--- src/rtl/code_patch_fetch.sv ---
// Bit-serial patch-table loader: shifts ENTRY_W-bit entries in from the SI, writes
// NUM_ENTRIES of them into the patch table, then raises pattern-generation enable.
module code_patch_fetch #(
    parameter int NUM_ENTRIES = 3,
    parameter int ENTRY_W     = 22,
    parameter int TIMEOUT     = 200,
    parameter int TO_W        = 8,
    localparam int IDX_W      = (NUM_ENTRIES > 1) ? $clog2(NUM_ENTRIES) : 1,
    localparam int BIT_W      = $clog2(ENTRY_W + 1)
) (
    input  logic               clk_i,
    input  logic               rst_ni,
    input  logic               start_i,
    input  logic               cfg_pat_gen_i,
    output logic               si_read_o,
    input  logic               si_valid_i,
    input  logic               si_data_i,
    output logic               entry_wr_o,
    output logic [IDX_W-1:0]   entry_idx_o,
    output logic [ENTRY_W-1:0] entry_data_o,
    output logic               busy_o,
    output logic               done_o,
    output logic               pat_gen_en_o,
    output logic               err_timeout_o
);

    typedef enum logic [2:0] {
        IDLE  = 3'd0,
        SHIFT = 3'd1,
        STORE = 3'd2,
        DONE  = 3'd3,
        ERR   = 3'd4
    } state_t;

    state_t             state_r;
    state_t             state_s;
    // Only ENTRY_W-1 bits are kept: the final bit is merged straight into the write word.
    logic [ENTRY_W-2:0] shift_r;
    logic [BIT_W-1:0]   bit_cnt_r;
    logic [IDX_W-1:0]   idx_r;
    logic [TO_W-1:0]    stall_r;
    logic [IDX_W-1:0]   wr_idx_r;
    logic [ENTRY_W-1:0] wr_data_r;
    logic               pat_gen_en_r;
    logic               last_bit_s;
    logic               last_idx_s;
    logic               stall_hit_s;

    assign last_bit_s  = (bit_cnt_r == BIT_W'(ENTRY_W - 1));
    assign last_idx_s  = (idx_r == IDX_W'(NUM_ENTRIES - 1));
    assign stall_hit_s = (stall_r == TO_W'(TIMEOUT - 1));

    // State register.
    always_ff @(posedge clk_i or negedge rst_ni) begin
        if (!rst_ni) begin
            state_r <= IDLE;
        end else begin
            state_r <= state_s;
        end
    end

    // Next-state logic; a dropped config wins over every other event.
    always_comb begin
        state_s = state_r;
        case (state_r)
            IDLE: begin
                if (start_i && cfg_pat_gen_i) begin
                    state_s = SHIFT;
                end else begin
                    state_s = IDLE;
                end
            end
            SHIFT: begin
                if (!cfg_pat_gen_i) begin
                    state_s = IDLE;
                end else if (si_valid_i && last_bit_s) begin
                    state_s = STORE;
                end else if (!si_valid_i && stall_hit_s) begin
                    state_s = ERR;
                end else begin
                    state_s = SHIFT;
                end
            end
            STORE: begin
                if (!cfg_pat_gen_i) begin
                    state_s = IDLE;
                end else if (last_idx_s) begin
                    state_s = DONE;
                end else begin
                    state_s = SHIFT;
                end
            end
            DONE, ERR: begin
                if (!cfg_pat_gen_i) begin
                    state_s = IDLE;
                end else if (start_i) begin
                    state_s = SHIFT;
                end else begin
                    state_s = state_r;
                end
            end
            default: begin
                state_s = IDLE;
            end
        endcase
    end

    // Shift path, counters and the held write word/index.
    always_ff @(posedge clk_i or negedge rst_ni) begin
        if (!rst_ni) begin
            shift_r      <= {(ENTRY_W-1){1'b0}};
            bit_cnt_r    <= {BIT_W{1'b0}};
            idx_r        <= {IDX_W{1'b0}};
            stall_r      <= {TO_W{1'b0}};
            wr_idx_r     <= {IDX_W{1'b0}};
            wr_data_r    <= {ENTRY_W{1'b0}};
            pat_gen_en_r <= 1'b0;
        end else begin
            pat_gen_en_r <= (state_s == DONE);
            case (state_r)
                IDLE, DONE, ERR: begin
                    if (state_s == SHIFT) begin
                        bit_cnt_r <= {BIT_W{1'b0}};
                        idx_r     <= {IDX_W{1'b0}};
                        stall_r   <= {TO_W{1'b0}};
                    end
                end
                SHIFT: begin
                    if (cfg_pat_gen_i && si_valid_i) begin
                        shift_r   <= {shift_r[ENTRY_W-3:0], si_data_i};
                        bit_cnt_r <= bit_cnt_r + BIT_W'(1);
                        stall_r   <= {TO_W{1'b0}};
                    end else if (cfg_pat_gen_i) begin
                        stall_r   <= stall_r + TO_W'(1);
                    end
                    // Write word only changes on entry to STORE, so it never moves while idle.
                    if (state_s == STORE) begin
                        wr_data_r <= {shift_r, si_data_i};
                        wr_idx_r  <= idx_r;
                    end
                end
                STORE: begin
                    if (state_s == SHIFT) begin
                        idx_r     <= idx_r + IDX_W'(1);
                        bit_cnt_r <= {BIT_W{1'b0}};
                    end
                end
                default: begin
                    bit_cnt_r <= bit_cnt_r;
                end
            endcase
        end
    end

    // Output decode; the write strobe is suppressed in the same cycle config drops.
    always_comb begin
        si_read_o     = 1'b0;
        entry_wr_o    = 1'b0;
        busy_o        = 1'b0;
        done_o        = 1'b0;
        err_timeout_o = 1'b0;
        case (state_r)
            SHIFT: begin
                si_read_o = 1'b1;
                busy_o    = 1'b1;
            end
            STORE: begin
                entry_wr_o = cfg_pat_gen_i;
                busy_o     = 1'b1;
            end
            DONE: begin
                done_o = 1'b1;
            end
            ERR: begin
                err_timeout_o = 1'b1;
            end
            default: begin
                si_read_o = 1'b0;
            end
        endcase
    end

    assign entry_idx_o  = wr_idx_r;
    assign entry_data_o = wr_data_r;
    assign pat_gen_en_o = pat_gen_en_r;

endmodule

--- config.mk ---
export PLATFORM = sky130hd
export DESIGN_NAME = code_patch_fetch
export DESIGN_NICKNAME = d
export VERILOG_FILES = /design/src/rtl/code_patch_fetch.sv
export SDC_FILE = /design/constraint.sdc
export NUM_CORES = 1
export LEC_CHECK = 0
export BUFFER_PORTS_ARGS = -buffer_cell sky130_fd_sc_hd__buf_2
export CELL_PAD_IN_SITES_DETAIL_PLACEMENT = 2
export CELL_PAD_IN_SITES_GLOBAL_PLACEMENT = 2
export CORE_MARGIN = 2
export CORE_UTILIZATION = 37
export CTS_CLUSTER_SIZE = 14
export DETAILED_ROUTE_END_ITERATION = 16
export PLACE_DENSITY_LB_ADDON = 0.05
export SYNTH_ARGS = -nofsm -noshare
export SYNTH_HDL_FRONTEND = slang
export SYNTH_SLANG_ARGS = --single-unit
--- constraint.sdc ---
create_clock -name clk_i -period 2.6 [get_ports clk_i]
set_input_delay 0.13 -clock clk_i [delete_from_list [all_inputs] [get_ports clk_i]]
set_output_delay 0.13 -clock clk_i [all_outputs]
set_load 0.02 [all_outputs]
==> flow_metrics.tcl <==
set metrics [dict create \
    status "complete, no violations" \
    synthCells 281 \
    worst_setup_path_start_kind "flop" \
    stdcell_area_sq_um 3480 \
    cts_max_path_buffers 2 \
    ys_seq_area_frac 0.544 \
    fill_cells 833 \
    vias_per_cell 5.19 \
    grt_pass1_wl_um 12400 \
    arrival_ns 2.59 \
    combPwrFrac 0.091 \
    ff_latch_area_sq_um 1600 \
    firstDrtPassIters 4 \
    grt_usage 0.185 \
    layout.nets 334 \
    p_sw_uw 589 \
    die_h_um 93.2 \
    cts_setup_buffers 0 \
    grt_max_degree 41 \
    power_mw 2.21 \
    clk_pin_slew_ns 0.08 \
    multi_input_comb_area_sq_um 1250 \
    synth_top_area_share 0.544 \
    synthAdderAreaFrac 0.0170 \
    irDropWorstVdd_mv 0.313 \
    hold_path_class "in2reg" \
    area_delta_synth_final_pct 18.1 \
    cts_buffers 9 \
    place_worst_setup_slack_ns 0.279 \
    path_max_fanout 11 \
    crit_required_ns 2.83 \
    synth_enable_flop_cells 0 \
    antenna_found_initial 0 \
    io_buffers 35 \
    r2r_slack_ns 0.24 \
    postRouteAntennaNets 0 \
    gp_congestion 0.719 \
    seqPwrFrac 0.506 \
    cpLargestDelayFamily "simple AND/OR/NAND/NOR gates" \
    clock-skew-final_ns 0.0117 \
    finalHoldViolations 0 \
    finalCritPeriodShare 0.907 \
    place_area_sq_um 3250 \
    yosysTopAreaCell "dfrtp_1" \
    sw_frac_of_total 0.267 \
    hold_depth 4 \
    antenna_cells 0 \
    synth-simple-area-share 0.204 \
    synth_xor_area_frac 0.00892 \
    synthMuxAreaShare 0.102 \
    min-delay-start "start_i" \
    r2r_cells 6 \
    clockPowerShare 0.403 \
    r2r_end "idx_r[0]" \
    htreeDepth 3 \
    ys_top_cells_by_area "dfrtp_1 (54%), mux2_2 (9.6%), nand2_1 (9.4%)" \
    layout_commonest_cell "nand2_1" \
    setup_viol 0 \
    die_width_um 93.2 \
    coreArea_sq_um 7730 \
    synth_top_family_by_area "simple AND/OR/NAND/NOR gates" \
    end_kind "flop" \
    final_cell_mix "nand2_1 (74), dfrtp_1 (64), buf_2 (35)" \
    num_rows 32 \
    ys.flop_type "dfrtp_1" \
    synth_compound_area_frac 0.0926 \
    clkLatencyLatePin_ns 0.35 \
    drtIter0Drc 22 \
    drc 0 \
    async_reset_ff_frac 1.00 \
    p_leak_nw 1.81 \
    fmax_mhz 424 \
    powerDensity_nw_per_um2 635 \
    synth-seq-cells 64 \
    worstPathCellList "ha_1, and4b_1, a221o_1, and2_1, or3_1, a22o_1" \
    worstMarginPinSlew_ns 0.959 \
    pin_count 36 \
    cts-resized-gates 0 \
    final.min_clock_period_ns 2.36 \
    synth.avg_cell_area_sq_um 10.5 \
    worst-path-buf-inv 0 \
    synthesis.area_sq_um 2950 \
    min_to "state_r[2]" \
    rsz0062_at_grt "false" \
    synth_cell_types 49 \
    drv_slew 0 \
    vias 2236 \
    post_drt_wl_per_cell_um 16.3 \
    start_util 0.381 \
    grt_pass1_vias 2448 \
    relSlewSlack 0.361 \
    cpPeakStageDelay_ns 0.42 \
    layout-drive-gt1-share 0.271 \
    hpwl_um 4840 \
    dieArea_sq_um 8690 \
    cts_tree "done" \
    setup_ws_ns 0.241 \
    r2r_start "stall_r[0]" \
    wirelength_um 7010 \
    syn-num-nets 291 \
    overflow 0 \
    cts_hold_buf 2 \
    max_cap_violations 0 \
    cts-root-buf "clkbuf_8" \
    worst_path_max_delay_cell "dfrtp_1" \
    setup_tns_ns 0 \
    p_int_mw 1.62 \
    critPathKind "reg2reg" \
    yosys_warnings 0 \
    clock-sinks 64 \
]
-- cells in the mapped netlist, drive strengths merged, types with 2 or more instances --
master	number
mux2i	2
nand3	6
ha	4
and2	3
mux2	25
buf	5
nor2b	6
and3b	2
inv	6
nand2	74
a21oi	5
nor4	2
nor3	4
clkbuf	10
o21ai	11
a22o	6
o311ai	2
and4b	2
xnor2	3
dfrtp	64
o21a	2
a31oi	2
nor2	7
nand2b	3
nor3b	4
nand3b	2
-- metrics by stage --
stage	instances	hold WS [ns]	util
global route	431	0.188	0.450
CTS	431	0.151	0.450
global placement	413	0.337	0.421
detailed placement	413	0.341	0.421
finish	431	0.165	0.450
floorplan	281	-0.166	-
-- worst max-delay path by stage --
stage	start	to	slack (ns)	cells after the start
final	stall_r[0]	idx_r[0]	0.24	6
after global routing	stall_r[0]	idx_r[1]	0.14	6
after CTS	stall_r[0]	idx_r[0]	0.25	6
after detailed placement	stall_r[0]	idx_r[0]	0.28	6
after global placement	stall_r[0]	idx_r[1]	0.35	6
after floorplan	stall_r[0]	bit_cnt_r[4]	0.52	7
-- power groups by stage --
stage          logic, mW  registers, mW  clock network (mW)
2_1_floorplan      0.132           1.11                   0
3_3_place_gp       0.195           1.13                   0
3_5_place_dp       0.205           1.14                   0
4_1_cts            0.208           1.12               0.924
5_1_grt            0.236           1.13               0.970
6_report           0.201           1.12               0.889
-- kinds of logic after synthesis --
logic type                 after synthesis
buffers and inverters                   21
adders and majority gates                4
AOI/OAI and AO/OA                       39
and+or+nand+nor                        123
xor gates and xnor gates                 3
DFF                                     64
muxes                                   27
-- worst min-delay path: stages --
cell	delay (ns)
buf_2	0.13
inv_1	0.06
a32oi_1	0.05
nor2b_1	0.11
-- registers in the layout (all words and copies together) (netlist names) --
register and flops:
stall_r 8, bit_cnt_r 5, entry_data_o 22, idx_r 2, entry_idx_o 2, state_r 3, pat_gen_en_o 1, shift_r 21
-- area by class of cell --
type | instances | area share
multi-input combinational | 196 | 0.360
tap | 102 | 0.0367
clock buffer | 11 | 0.0435
sequential | 64 | 0.460
clock inverter | 5 | 0.0158
inverter | 6 | 0.00647
timing repair buffer | 47 | 0.0777
-- per-layer routing --
layer	wire [um]	up-vias	global-route usage
li1	-	1059	-
met3	213	12	0.0459
met4	142	0	0.0809
met2	3320	32	0.291
met5	0	-	0
met1	3330	1133	0.244
Power figures use the tool's default switching activity.
